$ cat src/rtl/led_seg_mux.sv
// led_seg_mux: time-multiplexed hex seven-segment driver with shadow register,
// leading-zero blanking and registered active-low cathode/anode outputs.
module led_seg_mux #(
    parameter int DIGITS  = 4,
    parameter int CLK_DIV = 100000
) (
    input  logic                  clk,
    input  logic                  reset,
    input  logic                  enable,
    input  logic                  load,
    input  logic [4*DIGITS-1:0]   data,
    input  logic [DIGITS-1:0]     dp,
    input  logic                  blank_lz,
    output logic [6:0]            k,
    output logic                  dp_n,
    output logic [DIGITS-1:0]     a
);
    localparam int CW = $clog2(CLK_DIV);
    localparam int IW = DIGITS > 1 ? $clog2(DIGITS) : 1;

    logic [CW-1:0]       cnt;
    logic [IW-1:0]       idx;
    logic [4*DIGITS-1:0] sh_data;
    logic [DIGITS-1:0]   sh_dp;
    logic [DIGITS-1:0]   blk;
    logic                z;
    logic [3:0]          nib;
    logic [6:0]          seg;
    logic                lit;
    logic                wrap;

    // blk[i] is set when nibbles i..DIGITS-1 are all zero; digit 0 never qualifies
    always_comb begin
        blk = '0;
        z   = 1'b1;
        for (int i = DIGITS - 1; i > 0; i--) begin
            z      = z & (sh_data[4*i +: 4] == 4'd0);
            blk[i] = z;
        end
        nib  = sh_data[idx*4 +: 4];
        lit  = enable & ~(blank_lz & blk[idx]);
        wrap = cnt == CW'(CLK_DIV - 1);
    end

    always_comb begin
        case (nib)
            4'h0: seg = 7'b1000000;
            4'h1: seg = 7'b1111001;
            4'h2: seg = 7'b0100100;
            4'h3: seg = 7'b0110000;
            4'h4: seg = 7'b0011001;
            4'h5: seg = 7'b0010010;
            4'h6: seg = 7'b0000010;
            4'h7: seg = 7'b1111000;
            4'h8: seg = 7'b0000000;
            4'h9: seg = 7'b0010000;
            4'hA: seg = 7'b0001000;
            4'hB: seg = 7'b0000011;
            4'hC: seg = 7'b1000110;
            4'hD: seg = 7'b0100001;
            4'hE: seg = 7'b0000110;
            default: seg = 7'b0001110;
        endcase
    end

    always_ff @(posedge clk) begin
        if (reset) begin
            cnt     <= '0;
            idx     <= '0;
            sh_data <= '0;
            sh_dp   <= '0;
            k       <= '1;
            dp_n    <= 1'b1;
            a       <= '1;
        end else begin
            cnt <= wrap ? '0 : cnt + 1'b1;
            if (wrap)
                idx <= idx == IW'(DIGITS - 1) ? '0 : idx + 1'b1;
            if (load) begin
                sh_data <= data;
                sh_dp   <= dp;
            end
            k    <= lit ? seg : '1;
            dp_n <= ~(lit & sh_dp[idx]);
            a    <= lit ? ~(DIGITS'(1) << idx) : '1;
        end
    end
endmodule

$ cat config.mk
export PLATFORM = sky130hd
export DESIGN_NAME = led_seg_mux
export DESIGN_NICKNAME = d
export VERILOG_FILES = /design/src/rtl/led_seg_mux.sv
export SDC_FILE = /design/constraint.sdc
export NUM_CORES = 1
export LEC_CHECK = 0
export ABC_AREA = 1
export CAP_MARGIN = 20
export CORE_UTILIZATION = 25
export CTS_BUF_LIST = sky130_fd_sc_hd__clkbuf_4
export CTS_CLUSTER_DIAMETER = 40
export DETAILED_ROUTE_END_ITERATION = 7
export MAX_ROUTING_LAYER = met4
export PLACE_DENSITY = 0.53
export SYNTH_ARGS = -nofsm -noshare
export SYNTH_HDL_FRONTEND = slang
export SYNTH_SLANG_ARGS = --single-unit
$ cat constraint.sdc
create_clock -name clk -period 2.1 [get_ports clk]
set_input_delay 0.315 -clock clk [delete_from_list [all_inputs] [get_ports clk]]
set_output_delay 0.315 -clock clk [all_outputs]
set_load 0.005 [all_outputs]
==> results_dict.tcl <==
set metrics [dict create \
    status "complete, no violations" \
    first_iter_violations 92 \
    setup.worst_path.end_class "flip-flop" \
    avgSynthCellArea_sq_um 7.27 \
    drv_slew 0 \
    crit_type "reg2reg" \
    vias 2332 \
    yosys_warnings 0 \
    routed_via_density 4.38 \
    setup_ws_ns 0.244 \
    sequentialPowerShare 0.609 \
    dieHeight_um 104 \
    drive_gt1_frac 0.138 \
    start_util 0.263 \
    clk_latency_ns 0.37 \
    fin_util 0.318 \
    fill_cells 1075 \
    wire_per_inst_um 10.5 \
    start_kind "flip-flop" \
    postCtsSetupRepairBufs 0 \
    total_leakage_power_nw 1.27 \
    comb_power_share 0.137 \
    antenna_found_initial 0 \
    synth_cells 360 \
    grt_pass1_wl_um 10100 \
    die_area_sq_mm 0.0109 \
    p_int_mw 1.25 \
    yosysTopAreaCell "dfxtp_1" \
    synth_top_area_frac 0.390 \
    portBuffers 36 \
    fin_skew_ns 0.0177 \
    tns_ns 0 \
    finalNonFillerCells 533 \
    htreeDepth 2 \
    fmax_mhz 539 \
    design.core.area_sq_mm 0.00995 \
    grt_max_degree 21 \
    dp.cells 525 \
    min_path_type "reg2reg" \
    cap_violations 0 \
    fp.dieW_um 104 \
    cts_buffer_depth 2 \
    min_period_ns 1.86 \
    route.detailed.drc 0 \
    critPathMaxFanout 9 \
    antenna_cells 0 \
    area_growth_pct 21.1 \
    drtPass1Iterations 4 \
    clock-sinks 51 \
    hold_viol_final 0 \
    grt_usage 0.115 \
    ys_types 28 \
    rsz0062_at_grt "no" \
    maxSlewHeadroom 0.742 \
    syn_nets 396 \
    place.gp.congestion 0.860 \
    setup_violations 0 \
    cts-hold-fix-buffers 0 \
    tightest_slew_ns 0.385 \
    ys_ff_latch 51 \
    multiInputGateArea_sq_mm 0.00143 \
    clkPwrFrac 0.254 \
    peakVddDrop_mv 0.232 \
    fin_nets 435 \
    switching_share 0.264 \
    crit_required_ns 2.42 \
    ys_seq_area_frac 0.390 \
    path_clk_slew_ns 0.15 \
    num_rows 36 \
    synthesis.area_sq_mm 0.00262 \
    grt_overflow 0 \
    antenna_left 0 \
    cts_tree "done" \
    cts-root-buf "clkbuf_4" \
    dp_hpwl_um 4300 \
    finalCritPeriodShare 0.884 \
    first_global_vias 2277 \
    cts-resized-gates 0 \
    seqCellArea_sq_mm 0.00102 \
    pre_cts_ws_ns 0.280 \
    powerDensity_mw_per_mm2 535 \
    power_switching_mw 0.448 \
    ys_top_cells_by_area "dfxtp_1 39%, nand2_1 11%, nor2_1 9.2%, nand3_1 5.9%, ha_1 5.3%" \
    ios 37 \
    cts_buffers 5 \
    drt-total-wl_um 5620 \
    arrival_ns 2.18 \
]
==> worst max-delay path, cell delays in order (launching register included) <==
cell      delay, ns
dfxtp_1        0.50
clkinv_1       0.31
nand3_1        0.17
nand2_1        0.16
inv_1          0.15
ha_1           0.18
nand3_1        0.12
nand2_1        0.09
nand2_1        0.06
nand3_2        0.07
==> worst paths after layout <==
kind              startpoint  cells past startpoint  endpoint  slack, ns
hold / removal        cnt[0]                      1    cnt[0]       0.47
setup / recovery      idx[1]                      9      k[5]       0.24
hold reg to reg       cnt[0]                      1    cnt[0]       0.47
setup reg to reg      idx[1]                      9      k[5]       0.24
==> synthesized netlist by cell type, drive strengths merged <==
cell,count
buf,5
inv,24
ha,11
clkbuf,5
a21oi,8
o22ai,1
xor2,6
nand4,6
nor2,80
xnor2,1
nor3,3
nand2,90
clkinv,1
or2,5
dfxtp,51
o21ai,23
nand3,40
==> state kept, by name (all words and copies together) (netlist names) <==
signal	flops
a	4
cnt	17
dp_n	1
idx	2
k	7
sh_data	16
sh_dp	4
==> cell families after synthesis <==
logic type	after synthesis	synth area share
AO/OA/AOI/OAI	32	0.0617
flip-flops	51	0.390
XOR/XNOR	7	0.0234
adder cells (fa/ha/maj)	11	0.0526
buffers and inverters	35	0.0631
AND/OR/NAND/NOR	224	0.409
==> power by group through the flow <==
stage          Clock, mW  Sequential [mW]  Combinational, mW
2_1_floorplan          0             1.05              0.142
3_3_place_gp           0             1.06              0.233
3_5_place_dp           0             1.06              0.235
4_1_cts            0.468             1.03              0.236
5_1_grt            0.506             1.04              0.264
6_report           0.430             1.03              0.232
==> cell usage in the layout, fill, tap and decap left out, types with 8 or more instances in the layout <==
cell type	instances
nor2_2	15
nand2_1	77
o21ai_0	23
nand3_1	31
clkdlybuf4s50_1	36
ha_1	11
nor2_1	64
nand2_2	11
dfxtp_1	51
a21oi_1	8
inv_1	22
==> routing by layer <==
| metal | part of all wire | global-route usage |
|---|---|---|
| met5 | 0 | - |
| met4 | 0.012 | 0.0337 |
| met3 | 0.040 | 0.0244 |
| met2 | 0.46 | 0.188 |
| met1 | 0.49 | 0.141 |
==> through the flow <==
step	total power [mW]	instance area, sq um	hold WS (ns)
5_1_grt	1.81	3170	0.501
6_report	1.70	3170	0.469
3_5_place_dp	1.29	3120	0.445
2_1_floorplan	1.19	2620	0.428
4_1_cts	1.74	3170	0.475
3_3_place_gp	1.29	3120	0.439
==> layout make-up <==
cell class                      count  share of cell area
Inverter                           25              0.0296
Sequential cell                    51               0.322
Timing Repair Buffer               42               0.128
Tap cell                          133              0.0525
Clock inverter                      3             0.00474
Multi-Input combinational cell    274               0.451
Clock buffer                        5              0.0118
(Power assumes the default switching activity.)
